$ cat config.mk
export PLATFORM = sky130hd
export DESIGN_NAME = instr_encoder
export DESIGN_NICKNAME = d
export VERILOG_FILES = /design/src/rtl/instr_encoder_pkg.sv /design/src/rtl/imm_scatter.sv /design/src/rtl/instr_encoder.sv
export SDC_FILE = /design/constraint.sdc
export NUM_CORES = 1
export LEC_CHECK = 0
export ABC_AREA = 1
export CAP_MARGIN = 20
export CORE_ASPECT_RATIO = 1.5
export CORE_MARGIN = 2
export CORE_UTILIZATION = 35
export CTS_CLUSTER_SIZE = 16
export DETAILED_ROUTE_END_ITERATION = 7
export GPL_TIMING_DRIVEN = 0
export MAX_ROUTING_LAYER = met4
export SYNTH_ARGS = -nofsm -noshare
export SYNTH_HDL_FRONTEND = slang
export SYNTH_SLANG_ARGS = --single-unit
$ cat constraint.sdc
create_clock -name clk -period 4.1 [get_ports clk]
set_input_delay 0.615 -clock clk [delete_from_list [all_inputs] [get_ports clk]]
set_output_delay 0.615 -clock clk [all_outputs]
set_load 0.01 [all_outputs]
$ cat src/rtl/instr_encoder_pkg.sv
// Shared RV32I encoder definitions: format codes, opcode classes (instr[6:2]) and the
// request record carried through the pipeline.
package instr_encoder_pkg;

    localparam logic [2:0] FMT_R = 3'd0;
    localparam logic [2:0] FMT_I = 3'd1;
    localparam logic [2:0] FMT_S = 3'd2;
    localparam logic [2:0] FMT_B = 3'd3;
    localparam logic [2:0] FMT_U = 3'd4;
    localparam logic [2:0] FMT_J = 3'd5;

    localparam logic [4:0] OPC_LOAD   = 5'b00000;
    localparam logic [4:0] OPC_OP_IMM = 5'b00100;
    localparam logic [4:0] OPC_AUIPC  = 5'b00101;
    localparam logic [4:0] OPC_STORE  = 5'b01000;
    localparam logic [4:0] OPC_OP     = 5'b01100;
    localparam logic [4:0] OPC_LUI    = 5'b01101;
    localparam logic [4:0] OPC_BRANCH = 5'b11000;
    localparam logic [4:0] OPC_JALR   = 5'b11001;
    localparam logic [4:0] OPC_JAL    = 5'b11011;
    localparam logic [4:0] OPC_SYSTEM = 5'b11100;

    typedef struct packed {
        logic [2:0]  fmt;
        logic [4:0]  opcode;
        logic [4:0]  rd;
        logic [4:0]  rs1;
        logic [4:0]  rs2;
        logic [2:0]  funct3;
        logic [6:0]  funct7;
        logic [31:0] imm;
    } req_t;

    // True when v[31:lsb] are all copies of one bit, i.e. v fits a signed (lsb+1)-bit field.
    function automatic logic fits_signed(input logic [31:0] v, input int unsigned lsb);
        logic [31:0] hi;
        hi = $unsigned($signed(v) >>> lsb);
        return (hi == '0) || (hi == '1);
    endfunction

endpackage

$ cat src/rtl/imm_scatter.sv
// Combinational immediate scatter: places immediate bits at their RV32I instruction
// positions for the given format and flags immediates that do not fit.
module imm_scatter
    import instr_encoder_pkg::*;
(
    input  logic [2:0]  fmt,
    input  logic [31:0] imm,
    output logic [31:0] imm_word,
    output logic        range_err
);

    always_comb begin
        imm_word  = '0;
        range_err = 1'b0;
        case (fmt)
            FMT_R: begin
                imm_word  = '0;
                range_err = 1'b0;
            end
            FMT_I: begin
                imm_word  = {imm[11:0], 20'b0};
                range_err = !fits_signed(imm, 11);
            end
            FMT_S: begin
                imm_word  = {imm[11:5], 13'b0, imm[4:0], 7'b0};
                range_err = !fits_signed(imm, 11);
            end
            FMT_B: begin
                imm_word  = {imm[12], imm[10:5], 13'b0, imm[4:1], imm[11], 7'b0};
                range_err = imm[0] || !fits_signed(imm, 12);
            end
            FMT_U: begin
                imm_word  = {imm[31:12], 12'b0};
                range_err = |imm[11:0];
            end
            FMT_J: begin
                imm_word  = {imm[20], imm[10:1], imm[11], imm[19:12], 12'b0};
                range_err = imm[0] || !fits_signed(imm, 20);
            end
            default: begin
                imm_word  = '0;
                range_err = 1'b1;
            end
        endcase
    end

endmodule

$ cat src/rtl/instr_encoder.sv
// Two-stage streaming RV32I instruction encoder with valid/ready on both sides,
// immediate range checking and a saturating count of errored output words.
module instr_encoder
    import instr_encoder_pkg::*;
#(
    parameter int unsigned ERR_CNT_W = 8
) (
    input  logic                 clk,
    input  logic                 rst,
    input  logic                 in_valid,
    output logic                 in_ready,
    input  logic [2:0]           in_fmt,
    input  logic [4:0]           in_opcode,
    input  logic [4:0]           in_rd,
    input  logic [4:0]           in_rs1,
    input  logic [4:0]           in_rs2,
    input  logic [2:0]           in_funct3,
    input  logic [6:0]           in_funct7,
    input  logic [31:0]          in_imm,
    output logic                 out_valid,
    input  logic                 out_ready,
    output logic [31:0]          out_instr,
    output logic                 out_err,
    output logic [ERR_CNT_W-1:0] err_cnt
);

    req_t  in_req;
    req_t  s1_req;
    logic  s1_valid;
    logic  s2_valid;
    logic  [31:0] s2_instr;
    logic  s2_err;
    logic  s1_adv;
    logic  s2_adv;
    logic  [31:0] imm_word;
    logic  range_err;
    logic  [31:0] fields;
    logic  [31:0] packed_word;

    assign in_req = '{fmt: in_fmt, opcode: in_opcode, rd: in_rd, rs1: in_rs1, rs2: in_rs2,
                      funct3: in_funct3, funct7: in_funct7, imm: in_imm};

    assign s2_adv   = !s2_valid || out_ready;
    assign s1_adv   = !s1_valid || s2_adv;
    // Reset clears both valids, so s1_adv alone would be high during reset.
    assign in_ready = s1_adv && !rst;

    always_ff @(posedge clk or posedge rst) begin
        if (rst) begin
            s1_valid <= 1'b0;
            s1_req   <= '0;
        end else if (s1_adv) begin
            s1_valid <= in_valid;
            if (in_valid) begin
                s1_req <= in_req;
            end
        end
    end

    imm_scatter u_imm_scatter (
        .fmt       (s1_req.fmt),
        .imm       (s1_req.imm),
        .imm_word  (imm_word),
        .range_err (range_err)
    );

    always_comb begin
        fields = '0;
        case (s1_req.fmt)
            FMT_R:        fields = {s1_req.funct7, s1_req.rs2, s1_req.rs1, s1_req.funct3,
                                    s1_req.rd, s1_req.opcode, 2'b11};
            FMT_I:        fields = {12'b0, s1_req.rs1, s1_req.funct3, s1_req.rd,
                                    s1_req.opcode, 2'b11};
            FMT_S, FMT_B: fields = {7'b0, s1_req.rs2, s1_req.rs1, s1_req.funct3, 5'b0,
                                    s1_req.opcode, 2'b11};
            FMT_U, FMT_J: fields = {20'b0, s1_req.rd, s1_req.opcode, 2'b11};
            default:      fields = '0;
        endcase
        packed_word = fields | imm_word;
    end

    always_ff @(posedge clk or posedge rst) begin
        if (rst) begin
            s2_valid <= 1'b0;
            s2_instr <= '0;
            s2_err   <= 1'b0;
        end else if (s2_adv) begin
            s2_valid <= s1_valid;
            if (s1_valid) begin
                s2_instr <= packed_word;
                s2_err   <= range_err;
            end
        end
    end

    always_ff @(posedge clk or posedge rst) begin
        if (rst) begin
            err_cnt <= '0;
        end else if (s2_valid && out_ready && s2_err && (err_cnt != '1)) begin
            err_cnt <= err_cnt + ERR_CNT_W'(1);
        end
    end

    assign out_valid = s2_valid;
    assign out_instr = s2_instr;
    assign out_err   = s2_err;

endmodule

# After elaboration in Yosys (flattened, before gate mapping)
# Cells that the tools add are included.
[word_totals] in_bits=69 out_inout_bits=43 word_cells=54 reg_bits=108
[classes] bitwise_logic=1 muxes=3 n_eq_ne=9 n_addsub=1 n_reduce_logical=27
[ops] cell="32-bit one-hot mux with 5 select lines" count=1
[ops] cell="32-bit one-hot mux with 4 select lines" count=1
[ops] cell="32-bit == test (second input constant)" count=3
[ops] cell="32-bit zero test" count=3
[ops] cell="32-bit OR" count=1
[ops] cell="12-bit OR reduction" count=1
[ops] cell="8-bit by 1-bit adder with 8-bit output (second input constant)" count=1
[ops] cell="8-bit != test (second input constant)" count=1
[ops] cell="1-bit logical OR" count=7
[ops] cell="3-bit by 2-bit == test with 1-bit output (second input constant)" count=2
[ops] cell="3-bit == test (second input constant)" count=2
[ops] cell="1-bit zero test" count=6
[ops] cell="2-bit OR reduction" count=3
[ops] cell="1-bit one-hot mux with 5 select lines" count=1
[ops] cell="1-bit logical AND" count=4
[ops] cell="2-bit AND reduction" count=2
[ops] cell="3-bit by 1-bit == test with 1-bit output (second input constant)" count=1
[ops] cell="3-bit zero test" count=1

# Depth between registers and ports, before layout
# Gate-level depths: netlist of the first run.
[depth] ltp_word=5 depth_mapped=10 ltp_nobuf=10

# Hierarchy
# Synthesis of the first run repeated with hierarchy kept, for this count alone.
[hier_totals] cells_unflattened=671 hier_area_um2=5187.5
[modules_own_cells] mod="instr_encoder" cells_per_inst=514 area_each_um2=4495.6 seq_area_each_um2=2702.6 instances=1
[modules_own_cells] mod="imm_scatter" cells_per_inst=157 area_each_um2=691.9 seq_area_each_um2=0.0 instances=1

# Least setup slack after synthesis of the first run
# No wires, ideal clock.
[synth_path] path_kind="input -> output" from="input rst" to="output in_ready" path_stages=3 path_buffers=0 arrival_ns=3.137 required_ns=3.485 path_slack_ns=0.348 path_cell_list="inv_1 nand2_1 inv_1"
[synth_between] elab_chain_cells=2
[synth_rtl] item="start, declared" line_no="instr_encoder.sv:9" text="input logic rst,"
[synth_rtl] item="1-bit zero test (no line)"
[synth_rtl] item="1-bit logical AND" line_no="instr_encoder.sv:46" text="assign in_ready = s1_adv && !rst;"
[synth_rtl] item="end, declared" line_no="instr_encoder.sv:11" text="output logic in_ready,"
# No other way between the ends.

# Final worst setup path of the first run
# Ends and elaborated chain as after synthesis.

==> run_results.csv, run 1 <==
group,metric,value,unit
sta,maxSlewHeadroom,64.0,%
synth,syn_area_per_cell,9.61,µm²
route,viasPerCell,4.93,
clock_tree,cts_tree,"done",
route,vias,3904,
power_and_ir_drop,p_leak,2.93,nW
placed_design,post-place-ws,1.24,ns
clock_tree,cts_resized,0,
sta,slew_violations,0,
worst_setup_path,r2r_cells,4,
layout,fillCellCount,1278,
synth,synthTopCellsByArea,"dfrtp_1, mux2_2, nand2_1, nor2_1, a21oi_1",
global_route,grt_pass1_vias,4040,
synth,synth_edf_count,0,
sta,fin_skew,0.0103,ns
floorplan,die-area,14800,µm²
floorplan,rows,52,
route,met3_length,537,µm
route,first_pass_iters,4,
floorplan,die_h,148,µm
worst_setup_path,path_class,"input pin to primary output",
synth,synth-seq-cells,107,
placed_design,place.gp.congestion,0.862,
worst_setup_path,ff2ff_setup_slack,2.55,ns
global_route,grt_usage,18.9,%
synth,synth.most_common_cell,"dfrtp_1",
synth,synthFlopType,"dfrtp_1",
route,drcViolationCount,0,
hold_path,hold_path_depth,2,
global_route,gr-total-overflow,0,
synth,synth_common_cells,"dfrtp_1, nand2_1, nor2_1",
synth,synth_area,4830,µm²
clock_tree,clk_pin_slew_worst_paths,0.07,ns
floorplan,io_pins,112,
floorplan,initial_utilization,35.9,%
global_route,grt_max_degree,68,
route,wirelength_met1,5290,µm
route,drt_first_iter_violations,178,
worst_setup_path,start_kind,"input pin",
synth,ys_types,33,
sta,final-hold-violation-count,0,
clock_tree,cts_buffers,9,
sta,worst_slew_pin_slew,0.541,ns
sta,fmax,356,MHz
power_and_ir_drop,p_per_area,511,nW/µm²
clock_tree,holdBufCountCts,0,
clock_tree,clockRootBuffer,"clkbuf_16",
synth,yosysSeqAreaShare,55.4,%
clock_tree,cts_setup_buffers,0,
floorplan,coreArea,13500,µm²
synth,ys_warn_count,0,
global_route,antenna_found_initial,0,
layout,area_growth,33.7,%
clock_tree,clock-sinks,107,
power_and_ir_drop,peakVddDrop,0.215,mV
route,wl,12900,µm
worst_setup_path,critPathMaxFanout,42,
route,ant_nets,0,
sta,rsz0062_at_grt,"false",
clock_tree,clock_tree.buffer_depth,2,
sta,fin_crit_sh,68.5,%
route,wl_per_cell,16.3,µm
layout,fin_cells,792,
outcome,status,"completed",
synth,synth_top_area_share,55.4,%
placed_design,post-place-cells,777,
floorplan,chipWidth,99.9,µm
layout,final_core_util,48.0,%
route,routed.top_layer,"met4",
placed_design,portBuffers,111,
sta,fin_ws,1.29,ns
synth,synth_nets,573,
placed_design,place_hpwl,9950,µm
global_route,grt_pass1_wl,20800,µm
layout,nets,696,
worst_setup_path,endpoint_kind,"primary output",
route,wl_met2,6930,µm
flow_run,drv_cap,0,
layout,antenna_cells,0,
synth,yosysTopAreaCell,"dfrtp_1",
synth,syn_inst,503,
hold_path,hold_path.class,"register to register",
sta,setup_viol,0,
layout,drive_above_1_share,13.5,%
synth,synthArstFlopShare,100,%
clock_tree,cts.htree.levels,3,
clock_tree,clkLatencyLatePin,0.36,ns
sta,min_period,2.81,ns
worst_setup_path,worstPathArrival,2.20,ns
worst_setup_path,cp_data_required_time,3.48,ns
[worst max-delay path, cell delays in order]
cell	delay (ns)
clkdlybuf4s50_1	0.44
inv_4	0.42
nand2_1	0.11
inv_1	0.07
clkdlybuf4s50_1	0.53
[final timing paths]
kind	end	start
worst max-delay path	in_ready	rst
min in group asynchronous	out_instr[8]	rst
max in group asynchronous	err_cnt[0]	rst
worst min register to register	out_instr[22]	out_instr[22]
worst max register to register	s1_req[47]	out_valid
worst min-delay path	out_instr[22]	out_instr[22]
[registers in the layout (all words and copies together), names as in the netlist]
signal	count
out_instr	31
s1_valid	1
s1_req	65
out_err	1
err_cnt	8
out_valid	1
[cells by family after synthesis]
| group | count (synthesis) | synth area share, % |
|---|---|---|
| and+or+nand+nor | 192 | 17.1 |
| DFF | 107 | 55.4 |
| AOI/OAI and AO/OA | 91 | 10.0 |
| buffers and inverters | 64 | 6.52 |
| muxes | 41 | 9.35 |
| xor gates and xnor gates | 7 | 1.27 |
| adders and majority gates | 1 | 0.259 |
[placed cells by master (no fill, tap or decap), drive strengths merged]
cell type / synthesis / routed
clkinv: 0 / 2
xnor2: 4 / 4
nand3: 14 / 14
a21oi: 47 / 47
dfrtp: 107 / 107
o21ai: 29 / 29
mux2i: 8 / 8
buf: 16 / 17
nor2: 69 / 69
nor3: 6 / 6
nand4: 2 / 2
mux2: 33 / 33
clkdlybuf4s50: 0 / 111
inv: 45 / 48
clkbuf: 3 / 13
and3: 1 / 1
ha: 1 / 1
a31oi: 3 / 3
nand2: 100 / 100
o22ai: 12 / 12
xor2: 3 / 3
[power by group]
group / total (W) / leakage, nW / switching, W / internal [W]
registers: 0.00146 / 1.26 / 0.000175 / 0.00129
logic: 0.00100 / 1.53 / 0.000485 / 0.000518
clock network: 0.000839 / 0.140 / 0.000404 / 0.000434
[layout make-up]
| class | instances | area (µm²) | area share [%] |
|---|---|---|---|
| plain buffers | 19 | 141 | 2.19 |
| well taps | 162 | 203 | 3.14 |
| inverters | 45 | 176 | 2.73 |
| clock buffers | 10 | 239 | 3.70 |
| repair buffers | 112 | 1140 | 17.6 |
| flip-flops and latches | 107 | 2680 | 41.5 |
| multi-input cells | 332 | 1840 | 28.5 |
| clock inverters | 5 | 43.8 | 0.678 |
[per-layer routing]
layer	vias up	global-route usage, %
met5	-	-
met4	0	5.62
met3	10	3.22
met2	97	33.2
met1	1906	22.1
li1	1891	-
[metrics by stage]
step                      cell area [µm²]  setup TNS (ns)  power [W]  hold slack [ns]
after floorplan                      4830               0    0.00197            0.463
after global placement               6150          -95.68    0.00247            0.469
after detailed placement             6180               0    0.00250            0.475
after CTS                            6460               0    0.00333            0.494
after global routing                 6460               0    0.00350            0.524
final                                6460               0    0.00330            0.486
(Power assumes the default switching activity.)
==> run 2, diff against run 1 <==
==> constraint.sdc (replaced) <==
create_clock -name clk -period 2.26 [get_ports clk]
set_input_delay 0.339 -clock clk [delete_from_list [all_inputs] [get_ports clk]]
set_output_delay 0.339 -clock clk [all_outputs]
set_load 0.01 [all_outputs]
==> run 2 against run 1 <==
Compared with the run above: final cell count grew 0.63%; via count grew 0.64%; utilization up 0.50 points; wire length up 2.4%; sequential power is 82% higher; count of clock-buffer cells in the layout is 4 higher; die area did not move; flip-flop and latch count is the same; worst setup slack lost 1.0 ns; register-to-register slack got worse by 1.9 ns; non-clock buffer count increased by 4; critical endpoint unchanged; largest cell class unchanged; largest power group unchanged.
==> run_results.csv, run 2 (synthesis results as in run 1) <==
group,metric,value,unit
clock_tree,cts_tree,"done",
route,drt_first_iter_violations,179,
worst_setup_path,path_class,"input pin to primary output",
floorplan,rows,52,
power_and_ir_drop,power.share.sequential,44.2,%
clock_tree,cts.htree.levels,3,
power_and_ir_drop,comb_power_share,30.6,%
worst_setup_path,crit_family,"buffers and inverters",
worst_setup_path,worstPathArrival,1.66,ns
worst_setup_path,slowest_delay,0.53,ns
layout,antenna_cells,0,
power_and_ir_drop,intPower,0.00412,W
clock_tree,clkLatencyLatePin,0.34,ns
global_route,grt_pass1_wl,21600,µm
hold_path,hold_path.class,"input pin to async pin",
floorplan,initial_utilization,35.9,%
layout,top_register,"s1_req",
worst_setup_path,endpoint_kind,"primary output",
clock_tree,holdBufCountCts,0,
placed_design,place_hpwl,9870,µm
sta,worst_slew_pin_slew,0.932,ns
sta,rsz0062_at_grt,"false",
power_and_ir_drop,power_frac_clock,25.2,%
route,vias,3929,
worst_setup_path,path_cells,"clkdlybuf4s50_1 -> inv_1 -> nand3_2 -> nand2_1 -> inv_1 -> clkdlybuf4s50_1",
sta,min_period,2.00,ns
clock_tree,clock_tree.buffer_depth,2,
layout,nets,701,
layout,area_growth,35.1,%
floorplan,coreArea,13500,µm²
power_and_ir_drop,power_switching,0.00187,W
layout,final_common_cell,"clkdlybuf4s50_1",
floorplan,chipWidth,99.9,µm
clock_tree,clock-sinks,107,
clock_tree,cts_buffers,9,
layout,drive_above_1_share,13.9,%
placed_design,place.gp.congestion,0.890,
floorplan,die-area,14800,µm²
sta,fin_crit_sh,88.3,%
flow_run,drv_cap,0,
route,wl_per_cell,16.6,µm
worst_setup_path,r2r_start,"s1_req[64]",
power_and_ir_drop,p_leak,2.97,nW
route,ant_nets,0,
worst_setup_path,worst_path_max_delay_cell,"clkdlybuf4s50_1",
sta,holdWs,0.157,ns
route,routed.top_layer,"met4",
route,wirelength_met1,5390,µm
floorplan,io_pins,112,
route,met3_length,439,µm
worst_setup_path,worst-path-buf-inv,4,
worst_setup_path,crit_path_end,"in_ready",
sta,final-hold-violation-count,0,
route,drcViolationCount,0,
layout,fin_cells,797,
global_route,antenna_found_initial,0,
worst_setup_path,start_kind,"input pin",
placed_design,portBuffers,111,
route,wl,13300,µm
sta,fin_skew,0.00424,ns
floorplan,die_h,148,µm
global_route,grt_pass1_vias,4270,
layout,layout_common_cells,"clkdlybuf4s50_1, dfrtp_1, nand2_1",
worst_setup_path,critPathMaxFanout,3,
clock_tree,clk_pin_slew_worst_paths,0.07,ns
layout,largest_reg_flops,65,
sta,fin_ws,0.265,ns
placed_design,post-place-cells,778,
placed_design,post-place-ws,-0.771,ns
worst_setup_path,r2r_cells,5,
worst_setup_path,regToRegEndpoint,"out_instr[2]",
route,wl_met2,7060,µm
worst_setup_path,cp_data_required_time,1.92,ns
global_route,gr-total-overflow,0,
worst_setup_path,ff2ff_setup_slack,0.66,ns
power_and_ir_drop,p_sw_share,31.2,%
route,first_pass_iters,5,
sta,setup_viol,0,
worst_setup_path,cp.depth,6,
sta,slew_violations,0,
sta,finalSetupTns,0,ns
clock_tree,clockRootBuffer,"clkbuf_16",
global_route,grt_max_degree,32,
route,viasPerCell,4.93,
outcome,status,"completed",
sta,maxSlewHeadroom,37.5,%
power_and_ir_drop,p_per_area,917,nW/µm²
global_route,grt_usage,19.7,%
sta,fmax,501,MHz
worst_setup_path,critPathLaunch,"out_ready",
power_and_ir_drop,peakVddDrop,0.381,mV
## run 2: changes by cell type in the layout (fill, tap and decap cells not counted), moves of 2 or more
cell	previous run	this run
clkinv_4	2	0
clkbuf_8	1	3
clkinvlp_4	0	2
inv_6	3	0
clkbuf_1	2	4
buf_4	7	9
buf_12	0	2
## run 2: worst min path at each step
stage                             start             to  cells after the start
after floorplan              s1_req[61]   out_instr[6]                      2
after global placement     out_instr[8]   out_instr[8]                      2
after CTS                 out_instr[21]  out_instr[21]                      2
after global routing                rst     err_cnt[3]                      3
final                               rst     err_cnt[4]                      3
after detailed placement  out_instr[21]  out_instr[21]                      2
## run 2: power groups by stage
stage,logic (W),registers [W],clock network (W)
after global placement,0.00179,0.00266,0
after global routing,0.00203,0.00271,0.00163
after detailed placement,0.00184,0.00268,0
final,0.00183,0.00265,0.00151
after CTS,0.00186,0.00264,0.00155
after floorplan,0.000847,0.00273,0
## run 2: routing by layer
metal	global-route usage, %	vias to the layer above
li1	-	1894
met1	22.7	1921
met2	33.7	91
met3	3.26	23
met4	8.56	0
met5	-	-
## run 2: through the flow
step                      util, %  area (µm²)  total power [W]
after global routing         48.5        6530          0.00636
final                        48.5        6530          0.00599
after global placement       45.7        6150          0.00445
after floorplan                 -        4840          0.00357
after CTS                    48.4        6520          0.00605
after detailed placement     46.0        6190          0.00452
## run 2: tightest hold or removal path, stage by stage
cell,delay (ns)
dlymetal6s2s_1,0.19
clkinvlp_4,0.14
buf_12,0.17
## run 2: area by class of cell
class | count | area [µm²]
clock buffer | 14 | 274
clock inverter | 1 | 7.51
inverter | 45 | 178
multi-input combinational | 332 | 1840
fill | 1306 | 6940
timing repair buffer | 116 | 1200
sequential | 107 | 2680
tap | 162 | 203
timing repair inverter | 1 | 5.00
buffer | 19 | 141
## run 2: timing repair
action	4_1_cts	5_1_grt
setup endpoints to repair	1	1
hold endpoints to repair	0	0
pin swaps	0	0
cloned	2	0
gates resized for setup	0	1
buffers inserted	2	0
